===== src/rtl/sync_pkg.sv =====
`default_nettype none
// ============================================================================
//  Module      : sync_pkg
//  Description : Shared types and constants for the short-preamble
//                synchroniser: default I/Q sample width, packed complex
//                sample type and the two standard autocorrelation lags.
//  Revision    : 1.0 - initial release
// ============================================================================
package sync_pkg;

    localparam int IQ_WIDTH_DEFAULT = 16;

    // Autocorrelation lags for the short and long training fields.
    localparam int STS_DELAY = 16;
    localparam int LTS_DELAY = 64;

    typedef struct packed {
        logic signed [IQ_WIDTH_DEFAULT-1:0] i;
        logic signed [IQ_WIDTH_DEFAULT-1:0] q;
    } iq_sample_t;

endpackage
`default_nettype wire


===== src/rtl/iq_sdp_ram.sv =====
`default_nettype none
// ============================================================================
//  Module      : iq_sdp_ram
//  Description : Simple dual-port register-array memory. One write port, one
//                read port, read-before-write on an address collision, and a
//                registered read-data output that can be cleared.
//  Ports       : CLK      - rising-edge clock
//                a_RST_n  - asynchronous active-low reset (read register)
//                clr      - synchronous clear of the read register
//                wr_en    - write strobe; wr_addr / wr_data
//                rd_en    - read strobe; rd_addr / rd_data (registered)
//  Revision    : 1.0 - initial release
// ============================================================================
module iq_sdp_ram
    import sync_pkg::*;
#(
    parameter int DEPTH  = LTS_DELAY,
    parameter int WIDTH  = 2 * IQ_WIDTH_DEFAULT,
    parameter int ADDR_W = $clog2(DEPTH)
) (
    input  logic              CLK,
    input  logic              a_RST_n,
    input  logic              clr,
    input  logic              wr_en,
    input  logic [ADDR_W-1:0] wr_addr,
    input  logic [WIDTH-1:0]  wr_data,
    input  logic              rd_en,
    input  logic [ADDR_W-1:0] rd_addr,
    output logic [WIDTH-1:0]  rd_data
);

    // Storage array carries no reset so it maps onto plain flops / LUT RAM.
    logic [WIDTH-1:0] r_mem [DEPTH];
    logic [WIDTH-1:0] r_rd_data;

    always_ff @(posedge CLK) begin
        if (wr_en) begin
            r_mem[wr_addr] <= wr_data;
        end
    end

    // Non-blocking read of the same array returns the pre-write contents
    // when rd_addr == wr_addr.
    always_ff @(posedge CLK or negedge a_RST_n) begin
        if (!a_RST_n) begin
            r_rd_data <= '0;
        end else if (clr) begin
            r_rd_data <= '0;
        end else if (rd_en) begin
            r_rd_data <= r_mem[rd_addr];
        end
    end

    assign rd_data = r_rd_data;

endmodule
`default_nettype wire


===== src/rtl/iq_var_delay_line.sv =====
`default_nettype none
// ============================================================================
//  Module      : iq_var_delay_line
//  Description : Runtime-programmable complex sample delay line. Each accepted
//                sample is written to a circular buffer and the sample
//                accepted D strobes earlier is emitted one clock later.
//                Define IQ_DELAY_CONJ_EN to emit the saturated complex
//                conjugate of the delayed sample instead.
//  Ports       : CLK        - rising-edge clock
//                a_RST_n    - asynchronous active-low reset
//                enable     - low = synchronous soft clear
//                delay_sel  - delay D (1..MAX_DELAY; 0 or larger = MAX_DELAY)
//                in_strobe  - input sample valid
//                a_i, a_q   - signed input sample
//                a_i_de, a_q_de - signed delayed sample (registered)
//                out_strobe - one pulse per accepted input
//                out_valid  - delayed sample is genuine (buffer held >= D)
//  Revision    : 1.0 - initial release
// ============================================================================
module iq_var_delay_line
    import sync_pkg::*;
#(
    parameter int IQ_WIDTH   = IQ_WIDTH_DEFAULT,
    parameter int MAX_DELAY  = LTS_DELAY,
    parameter int DSEL_WIDTH = $clog2(MAX_DELAY) + 1
) (
    input  logic                       CLK,
    input  logic                       a_RST_n,
    input  logic                       enable,
    input  logic [DSEL_WIDTH-1:0]      delay_sel,
    input  logic                       in_strobe,
    input  logic signed [IQ_WIDTH-1:0] a_i,
    input  logic signed [IQ_WIDTH-1:0] a_q,
    output logic signed [IQ_WIDTH-1:0] a_i_de,
    output logic signed [IQ_WIDTH-1:0] a_q_de,
    output logic                       out_strobe,
    output logic                       out_valid
);

    localparam int                    c_addr_w = $clog2(MAX_DELAY);
    localparam logic [DSEL_WIDTH-1:0] c_max_d  = DSEL_WIDTH'(MAX_DELAY);

    logic [c_addr_w-1:0]   r_wr_ptr;
    logic [DSEL_WIDTH-1:0] r_fill;
    logic [DSEL_WIDTH-1:0] r_prev_d;
    logic                  r_out_strobe;
    logic                  r_out_valid;

    logic                  w_accept;
    logic [DSEL_WIDTH-1:0] w_d_eff;
    logic                  w_d_change;
    logic [c_addr_w-1:0]   w_rd_addr;
    logic [2*IQ_WIDTH-1:0] w_wr_data;
    logic [2*IQ_WIDTH-1:0] w_rd_data;
    logic signed [IQ_WIDTH-1:0] w_rd_i;
    logic signed [IQ_WIDTH-1:0] w_rd_q;

    assign w_accept = enable & in_strobe;

    // Out-of-range selections fall back to the full buffer depth.
    always_comb begin
        w_d_eff = delay_sel;
        if ((delay_sel == '0) || (delay_sel > c_max_d)) begin
            w_d_eff = c_max_d;
        end
    end

    assign w_d_change = (w_d_eff != r_prev_d);

    // D = MAX_DELAY has zero low bits, so it reads the slot being written
    // this cycle and the RAM returns its old contents.
    assign w_rd_addr = r_wr_ptr - w_d_eff[c_addr_w-1:0];
    assign w_wr_data = {a_i, a_q};

    iq_sdp_ram #(
        .DEPTH  (MAX_DELAY),
        .WIDTH  (2 * IQ_WIDTH),
        .ADDR_W (c_addr_w)
    ) u_ram (
        .CLK     (CLK),
        .a_RST_n (a_RST_n),
        .clr     (~enable),
        .wr_en   (w_accept),
        .wr_addr (r_wr_ptr),
        .wr_data (w_wr_data),
        .rd_en   (w_accept),
        .rd_addr (w_rd_addr),
        .rd_data (w_rd_data)
    );

    always_ff @(posedge CLK or negedge a_RST_n) begin
        if (!a_RST_n) begin
            r_wr_ptr     <= '0;
            r_fill       <= '0;
            r_prev_d     <= c_max_d;
            r_out_strobe <= 1'b0;
            r_out_valid  <= 1'b0;
        end else if (!enable) begin
            r_wr_ptr     <= '0;
            r_fill       <= '0;
            r_prev_d     <= c_max_d;
            r_out_strobe <= 1'b0;
            r_out_valid  <= 1'b0;
        end else if (in_strobe) begin
            r_wr_ptr     <= r_wr_ptr + 1'b1;
            r_prev_d     <= w_d_eff;
            r_out_strobe <= 1'b1;
            if (w_d_change) begin
                // The new lag has only this one sample behind it.
                r_fill      <= DSEL_WIDTH'(1);
                r_out_valid <= 1'b0;
            end else begin
                r_out_valid <= (r_fill >= w_d_eff);
                if (r_fill != c_max_d) begin
                    r_fill <= r_fill + 1'b1;
                end
            end
        end else begin
            r_out_strobe <= 1'b0;
            r_out_valid  <= 1'b0;
        end
    end

    assign out_strobe = r_out_strobe;
    assign out_valid  = r_out_valid;

    assign {w_rd_i, w_rd_q} = w_rd_data;
    assign a_i_de = w_rd_i;

`ifdef IQ_DELAY_CONJ_EN
    localparam logic signed [IQ_WIDTH-1:0] c_q_min = {1'b1, {(IQ_WIDTH-1){1'b0}}};
    localparam logic signed [IQ_WIDTH-1:0] c_q_max = {1'b0, {(IQ_WIDTH-1){1'b1}}};

    // Negating the most negative value would wrap; clamp to the positive rail.
    assign a_q_de = (w_rd_q == c_q_min) ? c_q_max : -w_rd_q;
`else
    assign a_q_de = w_rd_q;
`endif

endmodule
`default_nettype wire

===== config.mk =====
export PLATFORM = sky130hd
export DESIGN_NAME = iq_var_delay_line
export DESIGN_NICKNAME = d
export VERILOG_FILES = /design/src/rtl/sync_pkg.sv /design/src/rtl/iq_sdp_ram.sv /design/src/rtl/iq_var_delay_line.sv
export SDC_FILE = /design/constraint.sdc
export NUM_CORES = 2
export LEC_CHECK = 0
export CORE_MARGIN = 3
export CORE_UTILIZATION = 55
export DETAILED_ROUTE_END_ITERATION = 10
export PLACE_DENSITY = 0.71
export SYNTH_ARGS = -nofsm -noshare
export SYNTH_HDL_FRONTEND = slang
export SYNTH_HIERARCHICAL = 1
export SYNTH_SLANG_ARGS = --single-unit

===== constraint.sdc =====
create_clock -name CLK -period 5.4 [get_ports CLK]
set_clock_uncertainty 0.15 [all_clocks]
set_input_delay 0.81 -clock CLK [delete_from_list [all_inputs] [get_ports CLK]]
set_output_delay 0.81 -clock CLK [all_outputs]
set_load 0.01 [all_outputs]

After elaboration in Yosys (flattened, before gate mapping)
Memories as Yosys holds them, arrays and structs flattened.
Index checks and enable logic that the tools add are counted.
{"block": "word_totals", "rom_bits": 0, "n_memories": 1, "ram_bits": 2048, "word_cells": 39, "regBits": 54, "latchBits": 0, "inputBits": 43}
{"name": "u_ram.r_mem", "depth": 64, "word_bits": 32, "read_ports": 1, "rd_ports_with_merged_regs": 0, "wr": 1, "line_no": "iq_sdp_ram.sv:33", "rtl": "logic [WIDTH-1:0] r_mem [DEPTH];"}
{"block": "op_classes", "n_bitwise": 1, "n_div": 0, "eq_ne": 5, "n_mux": 18, "n_mul": 0, "n_lt_le_gt_ge": 2, "addsub": 3, "reduce_logical": 3, "shift": 0}
{"cell": "2-to-1 mux 32 bit", "count": 2}
{"cell": "2-to-1 mux 7 bit", "count": 7}
{"cell": "2-to-1 mux 6 bit", "count": 2}
{"cell": "adder 7 x 1 -> 7 bit, second input constant", "count": 1}
{"cell": "greater-or-equal comparator 7 bit", "count": 1}
{"cell": "greater-than comparator 7 bit, second input constant", "count": 1}
{"cell": "logical NOT 7 bit", "count": 1}
{"cell": "2-to-1 mux 1 bit", "count": 7}
{"cell": "inequality test 7 bit", "count": 1}
{"cell": "inequality test 7 bit, second input constant", "count": 1}
{"cell": "adder 6 x 1 -> 6 bit, second input constant", "count": 1}
{"cell": "subtractor 6 bit", "count": 1}
{"cell": "inequality test 2 x 1 -> 1 bit, second input constant", "count": 2}
{"cell": "inequality test 3 x 1 -> 1 bit, second input constant", "count": 1}
{"cell": "AND reduction 2 bit", "count": 1}
{"cell": "bitwise AND 1 bit", "count": 1}
{"cell": "logical OR 1 bit", "count": 1}

Longest topological paths before layout
{"block": "logic_depth", "depth_word": 7, "depth_mapped": 15, "ltp_nobuf": 13}

Hierarchy
The synthesis kept the hierarchy.
{"module": "iq_sdp_ram", "cells_per_inst": 3432, "instances": 1, "seq_area_each_um2": 62299.8, "area_per_inst_um2": 79460.0}
{"module": "iq_var_delay_line", "cells_per_inst": 179, "instances": 1, "seq_area_each_um2": 551.8, "area_per_inst_um2": 1669.1}

Worst setup path before layout
OpenSTA, ideal clock, no wires.
{"block": "synth_timing", "kind": "input to register", "from": "in in_strobe", "to": "mem u_ram/r_mem[48][0] (netlist name), enable pin", "path_slack_ns": 1.130, "cell_stages": 5, "t_arrival_ns": 3.659, "setup_time_ns": 0.461, "path_buffers": 1, "required_time_ns": 4.789, "path_cell_list": "buf_2 nand2_1 inv_1 nand4b_1 nor3_1"}
{"block": "synth_between", "elab_chain_len": 3}
{"element": "start, declared", "line_no": "iq_var_delay_line.sv:31", "rtl": "input logic in_strobe,"}
{"element": "bitwise AND 1 bit", "line_no": "iq_var_delay_line.sv:58", "rtl": "assign w_accept = enable & in_strobe;"}
{"element": "net w_accept", "line_no": "iq_var_delay_line.sv:49", "rtl": "logic w_accept;"}
{"element": "2-to-1 mux 1 bit", "line_no": "iq_sdp_ram.sv:37", "rtl": "if (wr_en) begin"}
{"element": "2-to-1 mux 1 bit (not written as such)", "line_no": "iq_sdp_ram.sv:38", "rtl": "r_mem[wr_addr] <= wr_data;"}
{"element": "end, declared", "line_no": "iq_sdp_ram.sv:33"}
The timed path passes the listed nets, and every way through them passes these cells.

Worst setup path in the final report
{"block": "layout_timing", "from": "reg r_wr_ptr[0]", "to": "reg u_ram.r_rd_data[5], in the netlist u_ram/rd_data[5]"}
{"block": "layout_between", "elab_chain_len": 4}
{"element": "start, declared", "line_no": "iq_var_delay_line.sv:43", "rtl": "logic [c_addr_w-1:0] r_wr_ptr;"}
{"element": "start signal, assigned", "line_no": "iq_var_delay_line.sv:105", "rtl": "r_wr_ptr <= r_wr_ptr + 1'b1;"}
{"element": "subtractor 6 bit", "line_no": "iq_var_delay_line.sv:72", "rtl": "assign w_rd_addr = r_wr_ptr - w_d_eff[c_addr_w-1:0];"}
{"element": "net w_rd_addr[1]", "line_no": "iq_var_delay_line.sv:52", "rtl": "logic [c_addr_w-1:0] w_rd_addr;"}
{"element": "memory (64 x 32 bit)"}
{"element": "2-to-1 mux 32 bit", "line_no": "iq_sdp_ram.sv:49", "rtl": "end else if (rd_en) begin"}
{"element": "2-to-1 mux 32 bit", "line_no": "iq_sdp_ram.sv:47", "rtl": "end else if (clr) begin"}
{"element": "end signal, assigned", "line_no": "iq_sdp_ram.sv:50", "rtl": "r_rd_data <= r_mem[rd_addr];"}
{"element": "end, declared", "line_no": "iq_sdp_ram.sv:34", "rtl": "logic [WIDTH-1:0] r_rd_data;"}
The timed path passes the listed nets, and every way through them passes these cells. The select of a mux whose other input is x is not followed.
A chain may end at the register's enable or synchronous reset.

==> run summary <==
CTS Hold Bufs: 0
Num CTS Buffers: 195
die area: 152000 sq um
vias post-DR: 40300
core area: 146000 sq um
Clock transition at path regs: 0.06 ns
Initial Util: 55.5%
Pins Over Slew Limit: 0
top cell type's share of synthesized area: 75.8%
total track usage: 27.3%
Root Buffer: clkbuf_16
outcome: finished, final reports clean
post-CTS sizing: 0
first-pass GRT wire length: 292000 um
Die Span Y: 390 um
Synth Area in Adders: 0.256%
CP max FO: 57
critical path class: reg -> reg
post-synthesis cell type count: 69
CP arrival: 5.48 ns
H-tree levels: 4
proportion of synthesized area in mux cells: 16.8%
Horiz. Die Dim: 390 um
Worst VDD drop: 360 uV
Worst EP required: 5.97 ns
final worst path period share: 90.9%
I/O Pins: 77
Finished Core Util: 63.1%
vias in the first global route: 39300
Post-Synth XOR/XNOR Area: 0.119%
Synth area leader: edfxtp_1
Min Hold Slack: 0.0616 ns
total gr overflow: 0
Primary FF master, synth: edfxtp_1
Layout Nets: 3960
TritonCTS Sinks: 2102
Clock Path Buffers: 3
Worst path slowest cell: a211oi_1
Worst path top cell family by delay: compound AO/OA/AOI/OAI gates
Slew @ Worst Pin: 1.36 ns
sequential area share after synthesis: 77.5%
leakage: 29.3 nW
CP peak stage delay: 1.08 ns
Row Count: 140
Clock Latency Late Sink: 0.83 ns
WL/cell: 34.1 um
routability cong.: 0.831
RSZ-0062 raised after global routing: no
DRC violation count after routing: 0
FFs w/ async S/R, synth: 2.57%
Post-DRT Antenna Nets: 0
worst slack, placed: -0.0282 ns
TritonRoute pass-1 iters: 6
worst relative slew slack: 9.22%
Cell Chain, Critical Path: inv_1 -> ha_1 -> fa_1 -> inv_8 -> buf_4 -> buf_12 -> nand2_1 -> a211oi_1 -> nor4_1 -> a211o_1
number of warnings issued by yosys: 6
ranking of synthesized cells by area: edfxtp_1, mux4_2, mux2i_1, dfrtp_1, a22oi_1
PwrDens: 389 nW/um^2
largest family of logic cells by synthesized area: multiplexers
synthesized area: 81100 sq um
Hold Crit Class: in -> async
CP bufs+invs: 4
Yosys reg bits: 2102
TritonCTS clock tree: yes
final wirelength: 204000 um
Synth top cells by count: edfxtp_1, mux4_2, mux2i_1
top-count cell post-synth: edfxtp_1
Area growth, synth to finish: 13.6%
Setup Buffers After CTS: 0
Synth Net Count: 3670
antenna violations before repair: 8
max_cap viols: 0
fin crit period: 4.91 ns
Via-to-Cell Ratio: 6.73
drt initial violations: 5298
cell count after synthesis: 3611
post-detail-place hpwl: 115000 um
Synth Area per Inst: 22.5 sq um
share of cells above drive strength 1: 27.6%
fmax: 0.204 GHz
Hold Fails Final Rpt: 0
crit end category: register
largest net degree at the start of global routing: 83
crit path launch type: register
Final WS setup: 0.492 ns
Final Setup Violations: 0
EDFF count, synth: 2048
Compound-Gate Fraction of Synth Area: 2.19%
Simple-Gate Fraction of Synth Area: 1.84%
Port Buffers: 76
==> final timing paths <==
check,from,slack (ns),endpoint,depth (start not counted)
worst max-delay path,r_wr_ptr[0],0.49,u_ram/rd_data[5],10
min in group CLK,u_ram/rd_data[4],0.40,u_ram/rd_data[4],2
worst min-delay path,a_RST_n,0.06,r_fill[3],1
worst min register to register,u_ram/rd_data[4],0.40,u_ram/rd_data[4],2
max in group asynchronous,a_RST_n,4.26,u_ram/rd_data[3],1
worst max register to register,r_wr_ptr[0],0.49,u_ram/rd_data[5],10
==> layout make-up <==
cell class              instances  area (sq um)
clock inverters               109           977
multi-input cells            1293         17700
inverters                      19          86.3
flip-flops and latches       2102         62900
repair buffers                290          2810
well taps                    1917          2400
fillers                      9623         53900
clock buffers                 258          5310
diodes                          3          7.51
==> power breakdown <==
| group | total [mW] | switching [mW] | internal (mW) |
|---|---|---|---|
| sequential | 18.0 | 0.0753 | 18.0 |
| combinational | 4.43 | 2.47 | 1.95 |
| clock | 13.4 | 5.89 | 7.52 |
==> through the flow <==
stage	cells	power, mW	TNS (ns)	area (sq um)
4_1_cts	5988	36.0	0	92200
6_report	5991	35.9	0	92200
5_1_grt	5988	37.0	0	92200
3_3_place_gp	5621	22.7	0	85900
3_5_place_dp	5621	22.8	-0.0282	85900
2_1_floorplan	3611	21.1	0	81100
==> per-layer routing <==
metal,GRT usage [%],share of wire (%),vias to the layer above
met5,0,0.010,-
met3,6.78,11,326
met1,39.7,39,21600
met2,41.5,47,2468
met4,8.24,2.9,4
li1,-,-,15900
==> logic make-up (layout without fill, tap and decap cells) <==
group	count (synthesis)	in the layout
DFF	2102	2102
muxes	737	737
and+or+nand+nor	294	294
AOI/OAI and AO/OA	235	235
buffers and inverters	216	676
adders and majority gates	16	16
xor gates and xnor gates	11	11
other	0	3
==> worst register-to-register path: cells and delay by family, from the launching register on <==
kind | cells | cell delay [ns]
buf+inv | 4 | 1.19
fa+ha+maj | 2 | 0.80
compound gates | 2 | 1.39
simple gates | 2 | 0.63
flops | 1 | 0.64
==> cells in the final DEF (no fill, tap or decap), types with 48 or more instances in the layout <==
| master | instances |
|---|---|
| buf_12 | 48 |
| nand2_1 | 56 |
| mux2i_1 | 232 |
| buf_4 | 167 |
| mux4_2 | 497 |
| nor2_4 | 66 |
| a22oi_1 | 68 |
| edfxtp_1 | 2048 |
| dfrtp_1 | 53 |
| clkbuf_16 | 196 |
==> registers in the layout, summed over array words and instances (netlist names) <==
name	cells
u_ram/r_mem	2048
out_strobe	1
r_wr_ptr	6
r_prev_d	7
out_valid	1
u_ram/rd_data	32
r_fill	7
Power figures use the tool's default switching activity.
